==> src/rtl/irq_controller.sv <==
// irq_controller: memory-mapped interrupt controller for the single-cycle CPU.
// Peripheral edge events are latched in PEND. Each source has a mask bit, and
// there is one global enable. The lowest eligible source index wins. The CPU
// kernel-mode bit acts as the take acknowledge. Each interrupt passes through
// ASSERT, then SERVICE, then an EOI write. Read data is 0 when the block is not
// selected, so it can be ORed onto the shared read bus.
// Build option: define IRQ_LEVEL_EN to make PEND follow the source levels
// directly. In that build there is no edge detector, PEND writes are ignored
// and PEND is not cleared on service entry.
`timescale 1ns/1ps
module irq_controller #(
  parameter int          NSRC      = 4,
  parameter logic [31:0] BASE_ADDR = 32'h4000_0030
) (
  input  logic            clk,
  input  logic            reset,
  input  logic [NSRC-1:0] src,
  input  logic            kernel,
  input  logic            rd,
  input  logic            wr,
  input  logic [31:0]     addr,
  input  logic [31:0]     wdata,
  output logic [31:0]     rdata,
  output logic            irq,
  output logic [3:0]      irq_id
);

  typedef enum logic [1:0] {
    ST_IDLE    = 2'd0,
    ST_ASSERT  = 2'd1,
    ST_SERVICE = 2'd2
  } state_t;

  // Register word offsets inside the block
  localparam logic [2:0] REG_PEND  = 3'd0;
  localparam logic [2:0] REG_MASK  = 3'd1;
  localparam logic [2:0] REG_CTRL  = 3'd2;
  localparam logic [2:0] REG_CAUSE = 3'd3;
  localparam logic [2:0] REG_EOI   = 3'd4;

  state_t          state_q, state_d;
  logic [NSRC-1:0] pend_q, pend_d;
  logic [NSRC-1:0] mask_q, mask_d;
  logic            gie_q, gie_d;
  logic [3:0]      irq_id_q, irq_id_d;
  logic            irq_q;

  logic [29:0]     word_off;
  logic            hit;
  logic [2:0]      reg_sel;
  logic            wr_pend, wr_mask, wr_ctrl, wr_eoi;
  logic [NSRC-1:0] eligible;
  logic            mask_at_id;
  logic            svc_clr;
  logic            unused_bits;

  // Lowest set index of a request vector; 0 when none are set
  function automatic logic [3:0] lowest_idx(input logic [NSRC-1:0] v);
    logic [3:0] r;
    r = 4'd0;
    for (int i = NSRC - 1; i >= 0; i--) begin
      if (v[i]) r = 4'(i);
    end
    return r;
  endfunction

  // One-hot decode of a source index, limited to the implemented sources
  function automatic logic [NSRC-1:0] idx_onehot(input logic [3:0] idx);
    logic [NSRC-1:0] r;
    r = '0;
    for (int i = 0; i < NSRC; i++) begin
      if (idx == 4'(i)) r[i] = 1'b1;
    end
    return r;
  endfunction

  // Word-granular decode: byte lanes addr[1:0] are ignored. The subtraction
  // wraps, so addresses below the base fall outside the 5-word window.
  assign word_off = addr[31:2] - BASE_ADDR[31:2];
  assign hit      = (word_off < 30'd5);
  assign reg_sel  = word_off[2:0];
  assign wr_pend  = wr & hit & (reg_sel == REG_PEND);
  assign wr_mask  = wr & hit & (reg_sel == REG_MASK);
  assign wr_ctrl  = wr & hit & (reg_sel == REG_CTRL);
  assign wr_eoi   = wr & hit & (reg_sel == REG_EOI);

  assign eligible   = pend_q & mask_q;
  assign mask_at_id = |(mask_q & idx_onehot(irq_id_q));

  // Combinational bus read; returns zero unless this block is selected
  always_comb begin
    rdata = 32'h0;
    if (rd && hit) begin
      case (reg_sel)
        REG_PEND:  rdata[NSRC-1:0] = pend_q;
        REG_MASK:  rdata[NSRC-1:0] = mask_q;
        REG_CTRL:  rdata[0]        = gie_q;
        REG_CAUSE: begin
          rdata[31]  = (state_q == ST_SERVICE);
          rdata[3:0] = irq_id_q;
        end
        default:   rdata = 32'h0;
      endcase
    end
  end

  // Software-visible configuration registers
  always_comb begin
    mask_d = mask_q;
    gie_d  = gie_q;
    if (wr_mask) mask_d = wdata[NSRC-1:0];
    if (wr_ctrl) gie_d  = wdata[0];
  end

  // Interrupt sequencing: winner selection, take acknowledge, abort and EOI
  always_comb begin
    state_d  = state_q;
    irq_id_d = irq_id_q;
    svc_clr  = 1'b0;
    case (state_q)
      ST_IDLE: begin
        if (gie_q && (|eligible) && !kernel) begin
          state_d  = ST_ASSERT;
          irq_id_d = lowest_idx(eligible);
        end
      end
      ST_ASSERT: begin
        // The latched winner is held; a higher-priority arrival waits
        if (kernel) begin
          state_d = ST_SERVICE;
          svc_clr = 1'b1;
        end else if (!gie_q || !mask_at_id) begin
          state_d = ST_IDLE;
        end
      end
      ST_SERVICE: begin
        if (wr_eoi) state_d = ST_IDLE;
      end
      default: state_d = ST_IDLE;
    endcase
  end

`ifdef IRQ_LEVEL_EN
  // Pending bits mirror the source levels; software writes have no effect
  always_comb begin
    pend_d = src;
  end

  assign unused_bits = ^{addr[1:0], wdata[31:NSRC], svc_clr, wr_pend};
`else
  logic [NSRC-1:0] src_q;
  logic [NSRC-1:0] rise;
  logic [NSRC-1:0] w1c;
  logic [NSRC-1:0] entry_clr;

  assign rise      = src & ~src_q;
  assign w1c       = wr_pend ? wdata[NSRC-1:0] : '0;
  assign entry_clr = svc_clr ? idx_onehot(irq_id_q) : '0;

  // Edge latch: a new edge beats a software clear, and the clear on
  // service entry beats a new edge on the bit being taken
  always_comb begin
    pend_d = ((pend_q & ~w1c) | rise) & ~entry_clr;
  end

  // Previous-cycle source levels for rising-edge detection
  always_ff @(posedge clk or posedge reset) begin
    if (reset) src_q <= '0;
    else       src_q <= src;
  end

  assign unused_bits = ^{addr[1:0], wdata[31:NSRC]};
`endif

  // State and register update; reset clears everything including service
  always_ff @(posedge clk or posedge reset) begin
    if (reset) begin
      state_q  <= ST_IDLE;
      pend_q   <= '0;
      mask_q   <= '0;
      gie_q    <= 1'b0;
      irq_id_q <= 4'd0;
      irq_q    <= 1'b0;
    end else begin
      state_q  <= state_d;
      pend_q   <= pend_d;
      mask_q   <= mask_d;
      gie_q    <= gie_d;
      irq_id_q <= irq_id_d;
      irq_q    <= (state_d == ST_ASSERT);
    end
  end

  assign irq    = irq_q;
  assign irq_id = irq_id_q;

endmodule
==> config.mk <==
export PLATFORM = sky130hd
export DESIGN_NAME = irq_controller
export DESIGN_NICKNAME = d
export VERILOG_FILES = /design/src/rtl/irq_controller.sv
export SDC_FILE = /design/constraint.sdc
export NUM_CORES = 1
export LEC_CHECK = 0
export CORE_ASPECT_RATIO = 1.2
export CORE_MARGIN = 10
export CORE_UTILIZATION = 35
export CTS_CLUSTER_DIAMETER = 80
export CTS_CLUSTER_SIZE = 10
export DETAILED_ROUTE_END_ITERATION = 6
export GPL_TIMING_DRIVEN = 0
export MAX_ROUTING_LAYER = met4
export PLACE_DENSITY = 0.78
export SLEW_MARGIN = 0
export SYNTH_ARGS = -nofsm -noshare
export SYNTH_HDL_FRONTEND = slang
export SYNTH_SLANG_ARGS = --single-unit
==> constraint.sdc <==
create_clock -name clk -period 5.3 [get_ports clk]
set_input_delay 1.325 -clock clk [delete_from_list [all_inputs] [get_ports clk]]
set_output_delay 1.325 -clock clk [all_outputs]
set_load 0.01 [all_outputs]
==> summary.txt, run 1 <==
Global routing
  – First-pass GRT wire length: 8510 um
  – Initial antenna violation count: 0
  – Number of global-route vias before repair: 1799
  – Pin count of the biggest net entering global routing: 19
  – Gr usage total: 12.8%
  – Congestion Overflow GR: 0

Critical path
  – Critical-path cell list: clkdlybuf4s50_1 > inv_1 > ha_4 > nor4_2 > nand4_1 > nor4_2 > nand4_1 > or4_4 > nor3_4 > buf_2
  – CP required: 3.97 ns
  – Flop2flop setup slack: 3.64 ns
  – Startpoint types: input port
  – Max stage delay on crit path: 0.58 ns
  – Buf/Inv on CP: 3
  – Top delay family on crit path: simple AND/OR/NAND/NOR gates
  – WS Path Type: input port to primary output
  – CP max FO: 5
  – CP Capture Type: primary output
  – R2R Path Start: state_q[0]$_DFF_PP0_
  – Reg2Reg Depth: 3
  – Critical Path AT: 3.85 ns
  – Critical R2R Capture: irq_id[0]$_DFFE_PP0P_
  – Slowest-stage cell, CP: or4_4

Synthesis
  – Asr flop ratio synth: 100%
  – Cells after Synth: 196
  – Synth Register Bits: 18
  – YS warnings: 0
  – Number of flops mapped to enable cells by yosys: 0
  – Yosys cell types: 52
  – Post-synth top flop: dfrtp_1
  – Sequential area share after synthesis: 26.5%
  – Cell Area, Synth: 1700 um2
  – Mapped Avg Cell Area: 8.67 um2

Pwr
  – Leak: 1.14 nW
  – Final Power: 0.359 mW
  – Peak supply drop: 0.000178 V
  – PD cells: 142 nW/um2

Layout
  – Area Overhead vs Synth: 49.3%
  – Layout cells sized above 1: 26.8%
  – Final core occ: 54.4%
  – N_diodes: 0
  – Nets: 360

Drt
  – First drt pass iteration count: 4
  – Routed len/inst: 15.3 um
  – Detailed-route DRC error count: 0
  – Antenna viol nets, final: 0
  – WL final: 5240 um
  – Starting DRT DRC Count: 94
  – Vias: 1746
  – Vias/cell: 5.11

Timing
  – Peak Freq: 0.193 GHz
  – Slew Limit Fails: 0
  – Max-slew headroom: 45.7%
  – Fin crit share: 97.6%
  – Endpoints failing hold: 0
  – Minimum hold slack: 0.581 ns
  – Tightest Pin Transition: 0.807 ns
  – Skew final: 0.00405 ns
  – Setup violators final: 0
  – Tmin final: 5.17 ns

Clocking
  – Clock tree buffer depth: 2
  – TritonCTS buffer count: 3
  – CTS Sinks: 18
  – Hold buffer count at CTS: 0
  – Clk Latency, worst-skew pair: 0.26 ns
  – Worst-path clk slew: 0.07 ns
  – Htree depth: 1
  – CTS tree: done
  – CTS root buf: clkbuf_8

Min path
  – WHS Endpoint: mask_q[3]$_DFFE_PP0P_
  – Worst hold stages: 1
  – Hold wc startpoint: mask_q[3]$_DFFE_PP0P_
  – Worst min-delay path class: register to register

Floorplan
  – Row count: 27
  – Die outline area: 8050 um2
  – Initial core utilization: 36.4%
  – DIE HEIGHT: 96.3 um
  – Core area: 4660 um2
  – Ports: 110
  – Die X: 83.6 um

Status
  – Status: finished, final reports clean

Place
  – RePlAce Congestion: 0.870
  – DP Wirelength: 4220 um
  – IO Port Bufs: 48

Flow run
  – Max Cap Violations: 0
-- worst max-delay path by stage --
stage,to,slack (ns),startpoint,cells after the start
2_1_floorplan,rdata[31],0.46,addr[18],7
3_3_place_gp,rdata[31],-0.61,addr[18],9
3_5_place_dp,rdata[3],-0.61,addr[18],9
4_1_cts,rdata[0],-0.03,addr[18],9
5_1_grt,rdata[3],-0.03,addr[5],10
6_report,rdata[3],0.13,addr[5],10
-- per-layer routing --
| metal | routed length, um | vias up | GRT usage (%) |
|---|---|---|---|
| li1 | - | 856 | - |
| met1 | 2280 | 797 | 14.7 |
| met2 | 2560 | 87 | 22.2 |
| met3 | 347 | 6 | 2.37 |
| met4 | 53 | 0 | 4.61 |
| met5 | 0 | - | - |
-- cells in the mapped netlist (2+ instances only) --
library cell / instances / share of area (%)
a21oi_1: 12 / 3.5
a31oi_1: 3 / 1.1
a41o_1: 2 / 1.2
buf_4: 29 / 13
clkbuf_1: 3 / 0.66
dfrtp_1: 18 / 27
ha_1: 2 / 1.5
inv_1: 4 / 0.88
mux2_2: 5 / 3.3
mux2i_1: 3 / 1.8
mux4_2: 2 / 2.7
nand2_1: 15 / 3.3
nand2b_1: 2 / 0.74
nand3_1: 6 / 1.8
nand4_1: 5 / 1.8
nand4b_1: 2 / 1.0
nor2_1: 10 / 2.2
nor2b_1: 11 / 4.1
nor3_1: 2 / 0.59
nor3_2: 4 / 2.4
nor3b_1: 2 / 0.88
nor4_1: 12 / 4.4
nor4_4: 2 / 2.5
o21ai_0: 5 / 1.5
o31ai_1: 2 / 0.88
or3_1: 3 / 1.1
or4_1: 2 / 0.88
xor2_1: 4 / 2.1
-- cell type report --
type                       instances  area [um2]
multi-input combinational        168        1160
tap                               58        72.6
clock buffer                       4        55.1
sequential                        18         450
inverter                           4        15.0
buffer                            34         253
fill                             419        2120
timing repair buffer              56         533
-- placed cells by master (no fill, tap or decap), types with 5 or more instances in the layout --
master | Yosys | final
a21oi_1 | 12 | 12
buf_2 | 1 | 5
buf_4 | 29 | 37
clkdlybuf4s50_1 | 0 | 36
conb_1 | 1 | 29
dfrtp_1 | 18 | 18
dlymetal6s2s_1 | 0 | 7
mux2_2 | 5 | 5
nand2_1 | 15 | 14
nand3_1 | 6 | 5
nand4_1 | 5 | 5
nor2_1 | 10 | 9
nor2b_1 | 11 | 10
nor4_1 | 12 | 10
o21ai_0 | 5 | 5
-- flip-flops by register name, summed over array words and instances (netlist names) --
signal,count
gie_q,1
irq,1
irq_id,2
mask_q,4
pend_q,4
src_q,4
state_q,2
-- per-stage QoR --
step / instance area (um2) / TNS, ns / setup slack [ns] / std cells
finish: 2540 / 0 / 0.126 / 342
global route: 2540 / -0.0261 / -0.0261 / 342
CTS: 2420 / -0.0575 / -0.0317 / 335
detailed placement: 2360 / -2.87 / -0.613 / 330
global placement: 2360 / -2.86 / -0.613 / 330
floorplan: 1800 / 0 / 0.458 / 224
-- power breakdown --
part           internal [mW]  total, mW  switching (mW)
logic                 0.0567      0.107          0.0500
registers              0.139      0.139        0.000462
clock network         0.0661      0.113          0.0471
-- cells by family (layout without fill, tap and decap cells) --
logic type      count (synthesis)  count (layout)  synth area share [%]
simple gates                   85              85                  31.5
buf+inv                        38              98                  14.9
compound gates                 36              36                  14.4
flops                          18              18                  26.5
mux                            11              11                  8.39
xor+xnor                        5               5                  2.58
fa+ha+maj                       2               2                  1.47
other cells                     1              29                 0.221
-- worst register-to-register path, stage by stage, from the launching register on --
cell	delay (ns)
dfrtp_1	0.39
nor4b_1	0.54
o21a_1	0.28
mux2_2	0.34
-- repair_timing --
item                       CTS  global route
resized for setup           22            24
buffers inserted             1             7
pin swaps                    2            14
setup endpoints to repair    5             5
Note: power is estimated with default switching activity, not from simulation.
==> inputs of run 2 (changes only) <==
--- a/config.mk
+++ b/config.mk
@@ -7,13 +7,13 @@
 export LEC_CHECK = 0
 export CORE_ASPECT_RATIO = 1.2
 export CORE_MARGIN = 10
-export CORE_UTILIZATION = 35
+export CORE_UTILIZATION = 37
 export CTS_CLUSTER_DIAMETER = 80
 export CTS_CLUSTER_SIZE = 10
 export DETAILED_ROUTE_END_ITERATION = 6
 export GPL_TIMING_DRIVEN = 0
 export MAX_ROUTING_LAYER = met4
-export PLACE_DENSITY = 0.78
+export PLACE_DENSITY = 0.82
 export SLEW_MARGIN = 0
 export SYNTH_ARGS = -nofsm -noshare
 export SYNTH_HDL_FRONTEND = slang
==> run 2 against run 1 <==
Global-route usage increased by 0.22 points. Count of clock-buffer cells in the layout shrank 1. Hold slack is essentially flat. Power fell by 5.2%. Sequential share of layout area rose by 0.22 points. Flip-flop and latch count is the same. Die area shrank 4.2%. Critical endpoint is now rdata[31]. Largest cell class unchanged.
==> summary.txt, run 2 (synthesized netlist as in run 1, its figures left out) <==
Critical path
  – CP max FO: 8 (was 5)
  – Top delay family on crit path: simple AND/OR/NAND/NOR gates (unchanged)
  – CP required: 3.97 ns (about the same)
  – Critical Path AT: 3.91 ns (was 3.85 ns)
  – CP Capture Type: primary output (unchanged)
  – Startpoint types: input port (unchanged)
  – Buf/Inv on CP: 2 (was 3)
  – WS Path Type: input port to primary output (unchanged)
  – Max stage delay on crit path: 0.64 ns (was 0.58 ns)
  – Critical-path cell list: clkdlybuf4s50_1 > nor4_4 > nand2_1 > nor3_1 > a31oi_1 > or4_4 > nor3_4 > buf_2 (was clkdlybuf4s50_1 > inv_1 > ha_4 > nor4_2 > nand4_1 > nor4_2 > nand4_1 > or4_4 > nor3_4 > buf_2)
  – Slowest-stage cell, CP: or4_4 (unchanged)

Flow run
  – Max Cap Violations: 0 (unchanged)

Layout
  – Largest registers: mask_q (4), pend_q (4), src_q (4) (unchanged)
  – N_diodes: 0 (unchanged)
  – Area Overhead vs Synth: 47.5% (was 49.3%)
  – # fillers: 429 (was 419)
  – Commonest non-fill, non-tap cell in the layout: clkdlybuf4s50_1 (was buf_4)
  – Non-Filler Instances: 337 (was 342)
  – Leading cell types in the layout, fill and taps excluded: clkdlybuf4s50_1, buf_4, conb_1 (was buf_4, clkdlybuf4s50_1, conb_1)
  – Nets: 358 (was 360)
  – Layout cells sized above 1: 26.0% (was 26.8%)

Drt
  – Antenna viol nets, final: 0 (unchanged)
  – Detailed-route DRC error count: 0 (unchanged)
  – First drt pass iteration count: 4 (unchanged)
  – Starting DRT DRC Count: 112 (was 94)
  – Routed len/inst: 16.0 um (was 15.3 um)
  – WL final: 5400 um (was 5240 um)
  – Vias: 1788 (was 1746)
  – Vias/cell: 5.31 (was 5.11)

Clocking
  – TritonCTS buffer count: 3 (unchanged)
  – CTS Sinks: 18 (unchanged)
  – Htree depth: 1 (unchanged)
  – CTS root buf: clkbuf_8 (unchanged)
  – Hold buffer count at CTS: 0 (unchanged)
  – Clk Latency, worst-skew pair: 0.25 ns (was 0.26 ns)
  – CTS tree: done (unchanged)
  – Worst-path clk slew: 0.06 ns (was 0.07 ns)
  – Clock tree buffer depth: 2 (unchanged)

Floorplan
  – DIE HEIGHT: 94.2 um (was 96.3 um)
  – Initial core utilization: 39.0% (was 36.4%)
  – Die outline area: 7710 um2 (was 8050 um2)
  – Ports: 110 (unchanged)
  – Die X: 81.9 um (was 83.6 um)
  – Core area: 4360 um2 (was 4660 um2)
  – Row count: 26 (was 27)

Min path
  – Worst min-delay path class: register to register (unchanged)

Pwr
  – Logic pwr share: 31.5% (was 29.7%)
  – Int Power: 0.246 mW (was 0.262 mW)
  – Leak: 1.11 nW (was 1.14 nW)
  – PD cells: 136 nW/um2 (was 142 nW/um2)
  – Final Power: 0.340 mW (was 0.359 mW)
  – Peak supply drop: 0.000172 V (was 0.000178 V)
  – Seq pwr share: 40.9% (was 38.8%)
  – Sw Pwr: 0.0945 mW (was 0.0975 mW)
  – Switching share of power: 27.8% (was 27.2%)
  – Clk pwr share: 27.5% (was 31.5%)

Global routing
  – Initial antenna violation count: 0 (unchanged)
  – Congestion Overflow GR: 0 (unchanged)
  – Gr usage total: 13.1% (was 12.8%)
  – First-pass GRT wire length: 7910 um (was 8510 um)
  – Pin count of the biggest net entering global routing: 19 (unchanged)
  – Number of global-route vias before repair: 1685 (was 1799)

Timing
  – Setup violators final: 0 (unchanged)
  – Fin crit share: 98.9% (was 97.6%)
  – Endpoints failing hold: 0 (unchanged)
  – Skew final: 0.00205 ns (was 0.00405 ns)
  – Tightest Pin Transition: 0.921 ns (was 0.807 ns)
  – Tmin final: 5.24 ns (was 5.17 ns)
  – Slew Limit Fails: 0 (unchanged)
  – Max-slew headroom: 38.0% (was 45.7%)
  – Peak Freq: 0.191 GHz (was 0.193 GHz)

Place
  – RePlAce Congestion: 0.918 (was 0.870)
  – Placed Cells: 328 (was 330)
  – IO Port Bufs: 48 (unchanged)
  – DP Wirelength: 4100 um (was 4220 um)

Status
  – Status: finished, final reports clean (unchanged)
[run 2: changes by cell type in the layout (fill, tap and decap cells not counted), sizes merged]
cell / delta
buf: -2
clkbuf: -1
clkdlybuf4s50: +2
dlymetal6s2s: -2
[run 2: final timing paths]
path / from / to / slack [ns] / cells after the start
setup / recovery: addr[9] / rdata[31] / 0.06 / 8
hold / removal: src_q[3]$_DFF_PP0_ / pend_q[3]$_DFF_PP0_ / 0.58 / 3
min in group asynchronous: reset / src_q[1]$_DFF_PP0_ / 1.47 / 2
hold reg to reg: src_q[3]$_DFF_PP0_ / pend_q[3]$_DFF_PP0_ / 0.58 / 3
setup reg to reg: state_q[1]$_DFF_PP0_ / irq_id[0]$_DFFE_PP0P_ / 3.64 / 3
max in group asynchronous: reset / irq_id[0]$_DFFE_PP0P_ / 3.39 / 2
[run 2: timing repair]
| action | 4_1_cts | 5_1_grt |
|---|---|---|
| pin swaps | 2 | 9 |
| buffers inserted | 1 | 5 |
| cloned | 0 | 0 |
| endpoints found under the setup margin | 5 | 5 |
| gates resized for setup | 22 | 22 |
[run 2: worst min-delay path, stage by stage, from the launching register on]
cell	delay, ns
dfrtp_1	0.33
nor2b_1	0.05
nor2b_1	0.10
a21oi_1	0.07
[run 2: routing by layer]
metal  share of wire [%]  up-vias  global-route usage (%)  routed length [um]
li1                    -      850                       -                   -
met1                  38      838                    15.0                2040
met2                  51       89                    22.1                2760
met3                 8.8       11                    2.30                 475
met4                 2.3        0                    4.55                 125
met5                   0        -                       -                   0
[run 2: power groups by stage]
stage | Sequential (mW) | Combinational [mW] | Clock [mW]
3_5_place_dp | 0.142 | 0.0977 | 0
5_1_grt | 0.139 | 0.118 | 0.100
3_3_place_gp | 0.142 | 0.0968 | 0
6_report | 0.139 | 0.107 | 0.0937
2_1_floorplan | 0.142 | 0.0535 | 0
4_1_cts | 0.139 | 0.0989 | 0.0958
[run 2: layout make-up]
cell class	instances	area (um2)	area share, %
tap	56	70.1	2.80
sequential	18	450	18.0
multi-input combinational	168	1160	46.4
timing repair buffer	54	513	20.5
clock buffer	3	41.3	1.65
inverter	4	15.0	0.599
buffer	34	253	10.1
[run 2: metrics by stage]
stage | worst slack, ns | util, % | TNS [ns] | hold WS, ns | instance area, um2
finish | 0.0607 | 57.5 | 0 | 0.581 | 2510
global route | -0.0215 | 57.5 | -0.0215 | 0.612 | 2510
CTS | -0.0276 | 55.1 | -0.0541 | 0.583 | 2400
detailed placement | -0.627 | 54.0 | -2.83 | 0.569 | 2350
global placement | -0.621 | 54.0 | -2.80 | 0.558 | 2350
floorplan | 0.458 | - | 0 | 0.519 | 1800
